<file path="src/rtl/rle_expander.sv">
// rle_expander: buffers (character, repeat-count) pairs in a small FIFO and
// replays each character run+1 times on a valid/ready output stream.
// Pairs whose character is not printable ASCII are consumed, dropped and counted.
module rle_expander #(
    parameter int DEPTH = 4
) (
    input  logic       clock,
    input  logic       reset,
    input  logic [6:0] symIn,
    input  logic [7:0] runIn,
    input  logic       inValid,
    output logic       inReady,
    output logic [6:0] dataOut,
    output logic       outValid,
    input  logic       outReady,
    output logic       lastOut,
    output logic       busy,
    output logic       errFlag,
    output logic [7:0] dropCnt
);

    localparam int AW = $clog2(DEPTH);

    typedef enum logic [0:0] {
        ST_IDLE = 1'b0,
        ST_EMIT = 1'b1
    } state_e;

    // Pair storage: {sym[6:0], run[7:0]}
    logic [14:0] mem_q [DEPTH];
    logic [AW:0] wr_ptr_q, wr_ptr_d;
    logic [AW:0] rd_ptr_q, rd_ptr_d;

    state_e      state_q, state_d;
    logic [6:0]  sym_q, sym_d;
    logic [7:0]  rem_q, rem_d;
    logic        err_flag_q, err_flag_d;
    logic [7:0]  drop_cnt_q, drop_cnt_d;

    logic        full_s;
    logic        empty_s;
    logic        sym_ok_s;
    logic        accept_s;
    logic        push_s;
    logic        drop_s;
    logic        pop_s;
    logic [14:0] head_s;

    // Full when indexes match but the wrap bits differ; empty when pointers match.
    assign full_s   = (wr_ptr_q[AW] != rd_ptr_q[AW]) &&
                      (wr_ptr_q[AW-1:0] == rd_ptr_q[AW-1:0]);
    assign empty_s  = (wr_ptr_q == rd_ptr_q);
    assign head_s   = mem_q[rd_ptr_q[AW-1:0]];

    assign sym_ok_s = (symIn >= 7'd32) && (symIn <= 7'd126);
    assign accept_s = inValid && inReady;
    assign push_s   = accept_s && sym_ok_s;
    assign drop_s   = accept_s && !sym_ok_s;

    assign inReady  = !full_s && !reset;
    assign outValid = (state_q == ST_EMIT);
    assign dataOut  = sym_q;
    assign lastOut  = (state_q == ST_EMIT) && (rem_q == 8'd0);
    assign busy     = !empty_s || (state_q == ST_EMIT);
    assign errFlag  = err_flag_q;
    assign dropCnt  = drop_cnt_q;

    // Expansion FSM: load a pair when idle, count down copies, chain runs without a bubble.
    always_comb begin
        state_d = state_q;
        sym_d   = sym_q;
        rem_d   = rem_q;
        pop_s   = 1'b0;
        case (state_q)
            ST_IDLE: begin
                if (!empty_s) begin
                    pop_s   = 1'b1;
                    sym_d   = head_s[14:8];
                    rem_d   = head_s[7:0];
                    state_d = ST_EMIT;
                end else begin
                    state_d = ST_IDLE;
                end
            end
            ST_EMIT: begin
                if (outReady) begin
                    if (rem_q != 8'd0) begin
                        rem_d = rem_q - 8'd1;
                    end else if (!empty_s) begin
                        pop_s = 1'b1;
                        sym_d = head_s[14:8];
                        rem_d = head_s[7:0];
                    end else begin
                        state_d = ST_IDLE;
                    end
                end else begin
                    state_d = ST_EMIT;
                end
            end
            default: begin
                state_d = ST_IDLE;
            end
        endcase
    end

    // FIFO pointer and drop-accounting next state.
    always_comb begin
        wr_ptr_d   = wr_ptr_q;
        rd_ptr_d   = rd_ptr_q;
        err_flag_d = err_flag_q;
        drop_cnt_d = drop_cnt_q;
        if (push_s) begin
            wr_ptr_d = wr_ptr_q + (AW+1)'(1);
        end else begin
            wr_ptr_d = wr_ptr_q;
        end
        if (pop_s) begin
            rd_ptr_d = rd_ptr_q + (AW+1)'(1);
        end else begin
            rd_ptr_d = rd_ptr_q;
        end
        if (drop_s) begin
            err_flag_d = 1'b1;
            if (drop_cnt_q != 8'd255) begin
                drop_cnt_d = drop_cnt_q + 8'd1;
            end else begin
                drop_cnt_d = drop_cnt_q;
            end
        end else begin
            err_flag_d = err_flag_q;
        end
    end

    // State registers with synchronous reset.
    always_ff @(posedge clock) begin
        if (reset) begin
            state_q    <= ST_IDLE;
            sym_q      <= 7'd0;
            rem_q      <= 8'd0;
            wr_ptr_q   <= '0;
            rd_ptr_q   <= '0;
            err_flag_q <= 1'b0;
            drop_cnt_q <= 8'd0;
        end else begin
            state_q    <= state_d;
            sym_q      <= sym_d;
            rem_q      <= rem_d;
            wr_ptr_q   <= wr_ptr_d;
            rd_ptr_q   <= rd_ptr_d;
            err_flag_q <= err_flag_d;
            drop_cnt_q <= drop_cnt_d;
        end
    end

    // Pair storage write; contents are don't-care once the pointers are reset.
    always_ff @(posedge clock) begin
        if (push_s) begin
            mem_q[wr_ptr_q[AW-1:0]] <= {symIn, runIn};
        end
    end

endmodule

</file>
<file path="config.mk">
export PLATFORM = sky130hd
export DESIGN_NAME = rle_expander
export DESIGN_NICKNAME = d
export VERILOG_FILES = /design/src/rtl/rle_expander.sv
export SDC_FILE = /design/constraint.sdc
export NUM_CORES = 1
export LEC_CHECK = 0
export BUFFER_PORTS_ARGS = -buffer_cell sky130_fd_sc_hd__buf_2
export CORE_UTILIZATION = 30
export CTS_BUF_LIST = sky130_fd_sc_hd__clkbuf_16
export DETAILED_ROUTE_END_ITERATION = 8
export MAX_ROUTING_LAYER = met4
export SYNTH_ARGS = -nofsm -noshare
export SYNTH_HDL_FRONTEND = slang
export SYNTH_SLANG_ARGS = --single-unit
</file>
<file path="constraint.sdc">
create_clock -name clock -period 5.1 [get_ports clock]
set_clock_uncertainty 0.1 [all_clocks]
set_input_delay 1.02 -clock clock [delete_from_list [all_inputs] [get_ports clock]]
set_output_delay 1.02 -clock clock [all_outputs]
set_load 0.01 [all_outputs]
</file>
; ---- After elaboration in Yosys (flattened, before gate mapping)
; Memories as Yosys holds them, arrays and structs flattened. A register that Yosys moved wholly into a read port is not among the register bits.
; Cells that the tools add are included.
[totals]
reg_bits = 31
mem_bits_rw = 60
in_bits = 19
out_inout_bits = 20
elab_cells = 56
n_memories = 1
[op_classes]
add_sub_neg = 4
n_lt_le_gt_ge = 2
eq_ne = 6
muxes = 19
bitwise = 1
n_reduce_logical = 16
[memory_table]
columns = name, depth, width, rd, rd_ports_with_merged_regs, write_ports, line_no
row1 = mem_q, 4, 15, 1, 1, 1, 30  ; logic [14:0] mem_q [DEPTH];
[ops]
columns = cell, count
row1 = two-way mux 8 bit, 3
row2 = two-way mux 7 bit, 3
row3 = one-hot mux 8 bit (2 select lines), 1
row4 = one-hot mux 7 bit (2 select lines), 1
row5 = adder 8 x 1 -> 8 bit (second input constant), 1
row6 = logical NOT 8 bit, 1
row7 = != test 8 bit (second input constant), 1
row8 = nonzero test 8 bit, 1
row9 = subtractor 8 x 1 -> 8 bit (second input constant), 1
row10 = >= comparator 7 x 6 -> 1 bit (second input constant), 1
row11 = <= comparator 7 bit (second input constant), 1
row12 = logical AND 1 bit, 7
row13 = two-way mux 1 bit, 7
row14 = adder 3 x 1 -> 3 bit (second input constant), 2
row15 = logical NOT 1 bit, 4
row16 = two-way mux 2 bit, 2
row17 = != test 2 bit (second input constant), 2
row18 = one-hot mux 1 bit (2 select lines), 2
row19 = AND reduction 2 bit, 2
row20 = equality test 3 bit, 1
row21 = equality test 2 bit, 1
row22 = logical OR 1 bit, 1
row23 = != test 1 bit, 1
row24 = NOT 1 bit, 1

; ---- Longest topological paths before layout
; Gate-level depths: netlist (run 1).
[logic_depth]
depth_word = 8
mapped_depth = 8
ltp_nobuf = 6

; ---- Least setup slack after synthesis (run 1)
; No wires, ideal clock.
[synth_path]
kind = input port to output port
start = input port reset
end = output port inReady
t_arrival_ns = 1.672
t_required_ns = 3.980
slack_ns = 2.308
path_stages = 3
n_path_buf = 2
cell_sequence = clkbuf_1 clkbuf_1 a31oi_1
[synth_between]
elab_chain_cells = 2
[synth_lines]
columns = item, line_no
row1 = start: declaration, 8  ; input logic reset,
row2 = logical NOT 1 bit, 60  ; assign inReady = !full_s && !reset;
row3 = logical AND 1 bit, 60
row4 = end: declaration, 12  ; output logic inReady,
; Every way passes these cells.

; ---- Worst setup path in the final report (run 1)
[layout_path]
start = register rem_q[0]
end = output port lastOut
[layout_between]
elab_chain_cells = 2
[layout_lines]
columns = item, line_no
row1 = start: declaration, 36  ; logic [7:0] rem_q, rem_d;
row2 = start signal: assignment, 147  ; rem_q <= rem_d;
row3 = logical NOT 8 bit, 63  ; assign lastOut = (state_q == ST_EMIT) && (rem_q == 8'd0);
row4 = logical AND 1 bit, 63
row5 = end: declaration, 16  ; output logic lastOut,
; Every way passes these cells.

==> results of run 1 <==
[worst min-delay path, cell delays in order (launching register included)]
cell	delay (ps)
sky130_fd_sc_hd__dfxtp_1	310
sky130_fd_sc_hd__o21ai_0	60
sky130_fd_sc_hd__a21oi_1	60
[power by group through the flow]
stage,registers (mW),logic [mW],clock network (mW)
3_5_place_dp,0.989,0.581,0
2_1_floorplan,0.941,0.464,0
5_1_grt,0.990,0.647,0.733
4_1_cts,0.973,0.585,0.707
3_3_place_gp,0.986,0.577,0
6_report,0.972,0.586,0.689
[state kept, by name, indices dropped and copies added, names as in the netlist, named ones only]
name	count
dataOut	7
outValid	1
dropCnt	8
rd_ptr_q	3
mem_q	60
errFlag	1
wr_ptr_q	3
rem_q	8
[worst min path at each step]
stage,start,to,cells past startpoint
finish,dataOut[5]$_SDFFE_PP0P_,dataOut[5]$_SDFFE_PP0P_,2
floorplan,wr_ptr_q[2]$_SDFFE_PP0N_,wr_ptr_q[2]$_SDFFE_PP0N_,1
global route,errFlag$_SDFFE_PP0P_,errFlag$_SDFFE_PP0P_,1
detailed placement,errFlag$_SDFFE_PP0P_,errFlag$_SDFFE_PP0P_,1
global placement,errFlag$_SDFFE_PP0P_,errFlag$_SDFFE_PP0P_,1
CTS,dataOut[5]$_SDFFE_PP0P_,dataOut[5]$_SDFFE_PP0P_,2
[layer usage]
metal / wire [um] / GRT usage [%] / part of all wire (%)
met3: 454 / 4.12 / 5.3
met2: 3920 / 19.2 / 46
met1: 4070 / 17.7 / 48
met5: 0 / - / 0
met4: 40 / 2.96 / 0.47
[cell usage in the layout, fill, tap and decap left out, types with 2 or more instances in the layout]
cell type                   instances
sky130_fd_sc_hd__inv_8              2
sky130_fd_sc_hd__buf_2             38
sky130_fd_sc_hd__mux2i_1            6
sky130_fd_sc_hd__a221oi_1           3
sky130_fd_sc_hd__inv_1             11
sky130_fd_sc_hd__xnor2_1            3
sky130_fd_sc_hd__nand3_1           16
sky130_fd_sc_hd__o211ai_1           2
sky130_fd_sc_hd__o32ai_1            2
sky130_fd_sc_hd__nor2b_1            3
sky130_fd_sc_hd__edfxtp_1          60
sky130_fd_sc_hd__nor3_1             7
sky130_fd_sc_hd__a21oi_1           18
sky130_fd_sc_hd__or4_1              4
sky130_fd_sc_hd__or2_2              2
sky130_fd_sc_hd__dfxtp_1           33
sky130_fd_sc_hd__nand4_1            3
sky130_fd_sc_hd__o31ai_1            5
sky130_fd_sc_hd__inv_6              2
sky130_fd_sc_hd__ha_1               8
sky130_fd_sc_hd__or3b_2             2
sky130_fd_sc_hd__nor2_1             6
sky130_fd_sc_hd__xor2_1             3
sky130_fd_sc_hd__o21a_1             2
sky130_fd_sc_hd__clkbuf_16          9
sky130_fd_sc_hd__o41ai_1            5
sky130_fd_sc_hd__buf_4              3
sky130_fd_sc_hd__nand2_1            6
sky130_fd_sc_hd__a31oi_1            4
sky130_fd_sc_hd__o21ai_0           18
sky130_fd_sc_hd__and3_1             7
sky130_fd_sc_hd__o311ai_0           6
sky130_fd_sc_hd__o31a_1             2
sky130_fd_sc_hd__mux4_2            15
[final cells by class]
type | count | area (um2)
Clock buffer | 9 | 225
Clock inverter | 7 | 81.3
Fill cell | 1269 | 8140
Inverter | 10 | 37.5
Multi-Input combinational cell | 178 | 1450
Sequential cell | 93 | 2460
Tap cell | 172 | 215
Timing Repair Buffer | 41 | 213
[through the flow]
stage          hold WS (ps)  cell area (um2)
6_report                374             4680
5_1_grt                 397             4680
4_1_cts                 377             4680
3_5_place_dp            362             4380
3_3_place_gp            354             4380
2_1_floorplan           378             4020
[kinds of logic (layout without fill, tap and decap cells)]
group / Yosys count / after routing
buf+inv: 27 / 67
fa+ha+maj: 8 / 8
flops: 93 / 93
xor+xnor: 6 / 6
simple gates: 61 / 61
compound gates: 80 / 80
mux: 23 / 23
==> results.cfg, run 1 <==
[run_status]
outcome = finished, violations left
violations = design-rule violations

[yosys]
synthDominantCellAreaShare_pct = 44.8
post_synth_and_or_nand_nor_area_fraction_pct = 8.38
syn-mean-instance-area_um2 = 13.5
seq_area_frac_synth_pct = 61.3
synthTopCellsByArea = sky130_fd_sc_hd__edfxtp_1, sky130_fd_sc_hd__dfxtp_1, sky130_fd_sc_hd__mux4_2, sky130_fd_sc_hd__ha_1, sky130_fd_sc_hd__a21oi_1
postSynthNetCount = 325
synth.cells.most_frequent = sky130_fd_sc_hd__edfxtp_1, sky130_fd_sc_hd__dfxtp_1, sky130_fd_sc_hd__a21oi_1, sky130_fd_sc_hd__o21ai_0, sky130_fd_sc_hd__nand3_1
synth_area_leader_cell = sky130_fd_sc_hd__edfxtp_1
synthesis.area_um2 = 4020
synth_compound_area_share_pct = 13.4
synth_enable_flop_cells = 60
synth-adder-area-share_pct = 2.49
synth-xor-area-share_pct = 1.31
synth-main-ff-cell = sky130_fd_sc_hd__edfxtp_1
syn_inst = 298
yosysUniqueCellTypes = 52
synth.most_common_cell = sky130_fd_sc_hd__edfxtp_1
seq_cells_post_synth = 93
yosysWarnings = 0
combinational_family_with_the_most_area_after_synthesis = compound AO/OA/AOI/OAI gates
synth-async-reset-ratio_pct = 0
portion_of_netlist_area_occupied_by_mux_cells_pct = 10.5

[cts]
clk_pin_slew_worst_paths_ps = 70
cts_made_buffers = 9
cts-hold-fix-buffers = 0
h_tree_levels = 3
post_cts_resized = 0
post-cts-setup-buffer-count = 0
clock_tree.root_cell = sky130_fd_sc_hd__clkbuf_16
cts_max_path_buffers = 2
clock_tree_from_tritoncts = yes
insertion_delay_ps = 340
clock_sink_count = 93

[sta]
setup_viol = 0
setup_tns_final_ps = 0
min_period_ps = 3030
rsz0062_at_grt = no
fmax_mhz = 330
finalMaxSlewViolations = 0
max_slew_margin_pct = 31.0
fin_ws_ps = 2070
fin_crit_sh_pct = 59.5
hold_viol_final = 0
worst_slew_pin_slew_ps = 1030

[pwr]
net_switching_power_mw = 0.733
leakage_nw = 1.63
internal_cell_power_mw = 1.51
power.ir.vdd_worst_uv = 232
power.density_nw_per_um2 = 480
seq_power_share_pct = 43.2
switching_share_pct = 32.6
clockPowerShare_pct = 30.7
total_power_mw = 2.25
power.combinational.fraction_pct = 26.1

[worst_setup_path]
worst-endpoint-arrival_ps = 1910
timing.critical_path.depth = 5
timing.rr.start = rem_q[0]$_SDFFE_PP0P_
critPathCaptureType = primary output
setup.reg_to_reg.worst_slack_ps = 2410
rr_worst_depth = 7
crit_required_ps = 3980
worst-path-max-fanout = 9
critical_path.top_delay_family = simple AND/OR/NAND/NOR gates
critical-path-slowest-cell = sky130_fd_sc_hd__or3b_2
critical_path.n_buffers_inverters = 2
timing.setup.critical_path_class = reg -> out
crit_chain = inv_1, ha_1, or3b_2, nor3_1, buf_2
worst_path_largest_cell_delay_ps = 570
startpoint_type = register
start_point_of_the_critical_path = rem_q[0]$_SDFFE_PP0P_
crit_path_end = lastOut
worst_r2r_endpoint = rd_ptr_q[2]$_SDFFE_PP0N_

[floorplan]
design.die.area_um2 = 13900
fp.dieW_um = 118
floorplan.core_area_um2 = 12800
placementRows = 41
dieHeight_um = 118
floorplan.initialDensity_pct = 31.3
io-pin-count = 39

[global_routing]
first_global_vias = 2440
antenna_found_initial = 0
grt_pass1_wl_mm = 13.6
grt_overflow = 0
grt_util_all_layers_pct = 13.1
pin_count_of_the_biggest_net_entering_global_routing = 30

[place]
dp_hpwl_mm = 5.69
post-place-cells = 494
port_buffers = 38
routabilityCongestion = 0.805
detailedPlace.worstSlack_ps = 1910

[cells_and_area]
n_antenna_cell = 0
final_net_count = 360
postLayoutCoreUtil_pct = 36.5
final_cells = 510
post_route_cells_drive_above_1_share_pct = 23.1
layout-area-overhead-vs-synth_pct = 16.5

[routing]
postRouteAntennaNets = 0
detail_route.wl_per_cell_um = 16.7
drt_iter0_drc = 164
route.detailed.drc = 1
vias = 2622
postRouteWirelength_mm = 8.49
drt-vias-per-instance = 5.14
detail_route.first_pass.iterations = 8

[flow_run]
drv.max_cap_violation_count = 0

[min_path]
hold_class = reg -> reg
Power figures use the tool's default switching activity.
==> inputs of run 2 (changes only) <==
--- a/config.mk
+++ b/config.mk
@@ -5,6 +5,7 @@
 export SDC_FILE = /design/constraint.sdc
 export NUM_CORES = 1
 export LEC_CHECK = 0
+export ABC_AREA = 1
 export BUFFER_PORTS_ARGS = -buffer_cell sky130_fd_sc_hd__buf_2
 export CORE_UTILIZATION = 30
 export CTS_BUF_LIST = sky130_fd_sc_hd__clkbuf_16
==> constraint.sdc (replaced) <==
create_clock -name clock -period 3.1 [get_ports clock]
set_clock_uncertainty 0.1 [all_clocks]
set_input_delay 0.62 -clock clock [delete_from_list [all_inputs] [get_ports clock]]
set_output_delay 0.62 -clock clock [all_outputs]
set_load 0.01 [all_outputs]
==> run 2 against run 1 <==
Net effect: the run now ends clean; synthesized cell count grew 42%; wire length shrank 1.4%; sequential power grew 59%; cell area grew 2.5%; first-iteration DRC count grew 46%; critical path depth grew 2; count of clock-buffer cells in the layout is the same; synthesized area grew 2.3%; global-route usage shrank 0.19 points; power grew 78%.
==> results.cfg, run 2 <==
[run_status]
outcome = finished clean

[cells_and_area]
post_route_cells_drive_above_1_share_pct = 17.2
final_common_cell = sky130_fd_sc_hd__nand2_1
n_antenna_cell = 0
mostFrequentLayoutCells = sky130_fd_sc_hd__nand2_1, sky130_fd_sc_hd__nor2_1, sky130_fd_sc_hd__edfxtp_1
layout-area-overhead-vs-synth_pct = 16.8
final_net_count = 494
largest_register_ffs = 60
postLayoutCoreUtil_pct = 36.1

[sta]
rsz0062_at_grt = no
min_period_ps = 2410
max_slew_margin_pct = 59.9
setup_tns_final_ps = 0
worst_slew_pin_slew_ps = 600
fin_crit_sh_pct = 77.9
setup_viol = 0
fmax_mhz = 414
hold_viol_final = 0
finalMaxSlewViolations = 0
timing.hold.ws_ps = 363

[worst_setup_path]
crit_required_ps = 2380
worst-endpoint-arrival_ps = 1690
startpoint_type = register
timing.setup.critical_path_class = reg -> out
critPathCaptureType = primary output
worst-path-max-fanout = 7

[floorplan]
dieHeight_um = 119
io-pin-count = 39
fp.dieW_um = 119
floorplan.initialDensity_pct = 30.9
design.die.area_um2 = 14200
floorplan.core_area_um2 = 13300
placementRows = 42

[global_routing]
grt_use_met3_pct = 3.45
grt_util_all_layers_pct = 12.9
antenna_found_initial = 0
first_global_vias = 2763
grt_pass1_wl_mm = 13.8
top_usage_layer_grt = met2
grt_overflow = 0
gr-usage-met2_pct = 19.7
pin_count_of_the_biggest_net_entering_global_routing = 31
use_met1_pct = 16.9

[cts]
cts_max_path_buffers = 2
clk_pin_slew_worst_paths_ps = 70
clock_tree_from_tritoncts = yes
post_cts_resized = 0
clock_sink_count = 93
h_tree_levels = 3
insertion_delay_ps = 340
cts-hold-fix-buffers = 0
post-cts-setup-buffer-count = 0
cts_made_buffers = 9
clock_tree.root_cell = sky130_fd_sc_hd__clkbuf_16

[yosys]
synth.cells.most_frequent = sky130_fd_sc_hd__nand2_1, sky130_fd_sc_hd__nor2_1, sky130_fd_sc_hd__edfxtp_1
yosysUniqueCellTypes = 29
synth_area_leader_cell = sky130_fd_sc_hd__edfxtp_1
synth-main-ff-cell = sky130_fd_sc_hd__edfxtp_1
yosysWarnings = 0
seq_cells_post_synth = 93
synthesis.area_um2 = 4110
synthTopCellsByArea = sky130_fd_sc_hd__edfxtp_1, sky130_fd_sc_hd__dfxtp_1, sky130_fd_sc_hd__nand2_1, sky130_fd_sc_hd__nor2_1, sky130_fd_sc_hd__o21ai_0
seq_area_frac_synth_pct = 59.9
synthDominantCellAreaShare_pct = 43.8
postSynthNetCount = 451
synth.most_common_cell = sky130_fd_sc_hd__nand2_1
syn_inst = 424
synth-async-reset-ratio_pct = 0
syn-mean-instance-area_um2 = 9.69
synth_enable_flop_cells = 60

[routing]
route.detailed.drc = 0
detail_route.first_pass.iterations = 4
drt-vias-per-instance = 4.56
vias = 2954
postRouteWirelength_mm = 8.37
detail_route.wl_per_cell_um = 12.9
postRouteAntennaNets = 0
drt_iter0_drc = 240

[pwr]
power.density_nw_per_um2 = 833
total_power_mw = 4.00
leakage_nw = 1.85
power.ir.vdd_worst_uv = 413

[place]
dp_hpwl_mm = 5.78
port_buffers = 38
routabilityCongestion = 0.848

[min_path]
hold_class = reg -> reg

[flow_run]
drv.max_cap_violation_count = 0
run 2: cell count changes after synthesis, sizes merged, moves of 14 or more:
cell,before,now
a21oi,18,32
inv,10,34
mux4,15,0
nand2,6,75
nor2,6,68
o21ai,19,43
run 2: kinds of logic after synthesis:
logic type	synth area share [%]
AOI/OAI and AO/OA	10.9
xor gates and xnor gates	2.13
and+or+nand+nor	19.6
adders and majority gates	2.44
DFF	59.9
buffers and inverters	5.02
run 2: worst paths after layout:
check | slack (ps) | end | cells past startpoint | startpoint
setup / recovery | 690 | busy | 7 | wr_ptr_q[1]$_SDFFE_PP0N_
hold / removal | 360 | dataOut[0]$_SDFFE_PP0P_ | 2 | dataOut[0]$_SDFFE_PP0P_
setup reg to reg | 1120 | rem_q[2]$_SDFFE_PP0P_ | 8 | register
hold reg to reg | 360 | dataOut[0]$_SDFFE_PP0P_ | 2 | dataOut[0]$_SDFFE_PP0P_
run 2: metal layers:
metal	up-vias	part of all wire (%)
met1	1363	49
li1	1519	-
met4	0	1.1
met3	8	3.8
met2	64	46
met5	-	0
run 2: area by class of cell:
| class | count | area [um2] |
|---|---|---|
| fillers | 1338 | 8500 |
| flip-flops and latches | 93 | 2460 |
| multi-input cells | 282 | 1440 |
| repair buffers | 46 | 250 |
| clock buffers | 9 | 225 |
| well taps | 176 | 220 |
| inverters | 35 | 133 |
| clock inverters | 7 | 67.6 |
run 2: report_power, final:
part / switching [mW] / internal [mW]
Combinational: 0.931 / 0.471
Sequential: 0.0914 / 1.46
Clock: 0.482 / 0.563
Total: 1.50 / 2.49
run 2: per-stage QoR:
step,worst slack [ps],cell area (um2),instances
detailed placement,725,4510,632
finish,685,4800,648
floorplan,703,4110,424
CTS,660,4800,648
global placement,786,4510,632
global route,514,4800,648
run 2: critical path, cell delays in order, from the launching register on:
cell and delay [ps]:
sky130_fd_sc_hd__dfxtp_1 350, sky130_fd_sc_hd__inv_1 120, sky130_fd_sc_hd__nand2_1 80, sky130_fd_sc_hd__nand2_2 110, sky130_fd_sc_hd__nand2_1 60, sky130_fd_sc_hd__nor2_1 360
sky130_fd_sc_hd__nand2_1 130, sky130_fd_sc_hd__buf_2 170
==> inputs of run 3 (changes only) <==
==> constraint.sdc (replaced) <==
create_clock -name clock -period 2.4 [get_ports clock]
set_clock_uncertainty 0.1 [all_clocks]
set_input_delay 0.48 -clock clock [delete_from_list [all_inputs] [get_ports clock]]
set_output_delay 0.48 -clock clock [all_outputs]
set_load 0.01 [all_outputs]
==> run 3 against run 2 <==
Net effect: die area is the same; worst setup slack lost 320 ps; first-iteration DRC count shrank 5.8%; wire length grew 6.0%; power grew 33%; sequential share of layout area shrank 0.66 points; register-to-register slack lost 610 ps; flip-flop and latch count is the same; critical path depth is the same; combinational power grew 34%; cell count grew 1.1%; cell area grew 1.3%.
==> results.cfg, run 3 (same netlist as run 2, synthesis figures left out) <==
[routing]
detail_route.first_pass.iterations = 4
drt_iter0_drc = 226
vias = 3035
drt-vias-per-instance = 4.63
detail_route.wl_per_cell_um = 13.5
route.detailed.drc = 0
postRouteAntennaNets = 0
postRouteWirelength_mm = 8.87

[floorplan]
floorplan.core_area_um2 = 13300
io-pin-count = 39
design.die.area_um2 = 14200
placementRows = 42
dieHeight_um = 119
floorplan.initialDensity_pct = 30.9
fp.dieW_um = 119

[cts]
clk_pin_slew_worst_paths_ps = 70
clock_tree.root_cell = sky130_fd_sc_hd__clkbuf_16
h_tree_levels = 3
cts_made_buffers = 9
insertion_delay_ps = 340
clock_tree_from_tritoncts = yes
clock_sink_count = 93
post_cts_resized = 0
post-cts-setup-buffer-count = 0
cts_max_path_buffers = 2
cts-hold-fix-buffers = 0

[worst_setup_path]
worst_path_largest_cell_delay_ps = 360
worst-endpoint-arrival_ps = 1460
critPathCaptureType = primary output
timing.setup.critical_path_class = reg -> out
crit_chain = inv_1, nand2_1, nand2_2, nand2_1, nor2_1, nand2_1, buf_2
critical-path-slowest-cell = sky130_fd_sc_hd__dfxtp_1
startpoint_type = register
crit_path_frequent_cell = sky130_fd_sc_hd__nand2_1
crit_required_ps = 1820
worst-path-max-fanout = 5

[min_path]
hold_class = in -> reg

[sta]
rsz0062_at_grt = no
worst_slew_pin_slew_ps = 476
max_slew_margin_pct = 68.3
fmax_mhz = 491
setup_tns_final_ps = 0
finalMaxSlewViolations = 0
fin_ws_ps = 362
setup_viol = 0
hold_viol_final = 0
fin_crit_sh_pct = 84.9
min_period_ps = 2040

[global_routing]
pin_count_of_the_biggest_net_entering_global_routing = 31
grt_pass1_wl_mm = 14.3
grt_util_all_layers_pct = 13.6
grt_overflow = 0
first_global_vias = 2830
antenna_found_initial = 1

[cells_and_area]
postLayoutCoreUtil_pct = 36.6
post_route_cells_drive_above_1_share_pct = 18.2
mostFrequentLayoutCells = sky130_fd_sc_hd__nand2_1, sky130_fd_sc_hd__nor2_1, sky130_fd_sc_hd__edfxtp_1
final_common_cell = sky130_fd_sc_hd__nand2_1
postLayoutCellArea_um2 = 4860
final_net_count = 500
largest_register_ffs = 60
layout-area-overhead-vs-synth_pct = 18.3

[place]
dp_hpwl_mm = 6.13
port_buffers = 38
detailedPlace.worstSlack_ps = 228
dpl-instance-area_um2 = 4550
routabilityCongestion = 0.774

[run_status]
outcome = finished clean

[flow_run]
drv.max_cap_violation_count = 0

[pwr]
power.ir.vdd_worst_uv = 412
power.density_nw_per_um2 = 1100
leakage_nw = 1.89
-- run 3: cell count changes in the layout (fill, tap and decap cells not counted) --
cell | previous run | this run
sky130_fd_sc_hd__clkinv_8 | 1 | 0
sky130_fd_sc_hd__buf_4 | 8 | 14
sky130_fd_sc_hd__clkinvlp_4 | 1 | 0
sky130_fd_sc_hd__diode_2 | 0 | 1
sky130_fd_sc_hd__bufinv_16 | 0 | 1
sky130_fd_sc_hd__clkinv_4 | 1 | 2
-- run 3: where the power goes --
group          switching [mW]  internal [mW]
clock                   0.621          0.825
combinational            1.22          0.656
sequential              0.120           1.88
-- run 3: metrics by stage --
stage	hold WS, ps	power, mW	std cells
finish	251	5.33	655
floorplan	372	3.39	424
global route	248	5.71	655
detailed placement	356	3.92	638
CTS	247	5.37	654
global placement	357	3.87	638
-- run 3: final timing paths --
check	to	slack, ps	startpoint	cells past startpoint
setup / recovery	busy	360	wr_ptr_q[1]$_SDFFE_PP0N_	7
hold reg to reg	dataOut[3]$_SDFFE_PP0P_	360	dataOut[3]$_SDFFE_PP0P_	2
setup reg to reg	mem_q[2][12]$_DFFE_PP_	510	wr_ptr_q[1]$_SDFFE_PP0N_	9
hold / removal	mem_q[2][7]$_DFFE_PP_	250	runIn[7]	1
-- run 3: per-layer routing --
metal / wire length, um / up-vias / part of all wire, % / global-route usage, %
li1: - / 1537 / - / -
met5: 0 / - / 0 / -
met1: 4180 / 1411 / 47 / 17.0
met3: 492 / 12 / 5.5 / 3.98
met4: 155 / 0 / 1.7 / 5.54
met2: 4050 / 75 / 46 / 20.6
-- run 3: cell type report --
type                    instances  area (um2)
diodes                          1        2.50
clock buffers                   9         225
clock inverters                 7        82.6
fillers                      1330        8430
inverters                      35         133
multi-input cells             282        1440
flip-flops and latches         93        2460
well taps                     176         220
repair buffers                 52         295
-- run 3: worst max-delay path, delay by kind of cell, from the launching register on --
family / cells / cell delay [ps]
AND/OR/NAND/NOR: 5 / 490
buffers and inverters: 2 / 260
flip-flops: 1 / 360
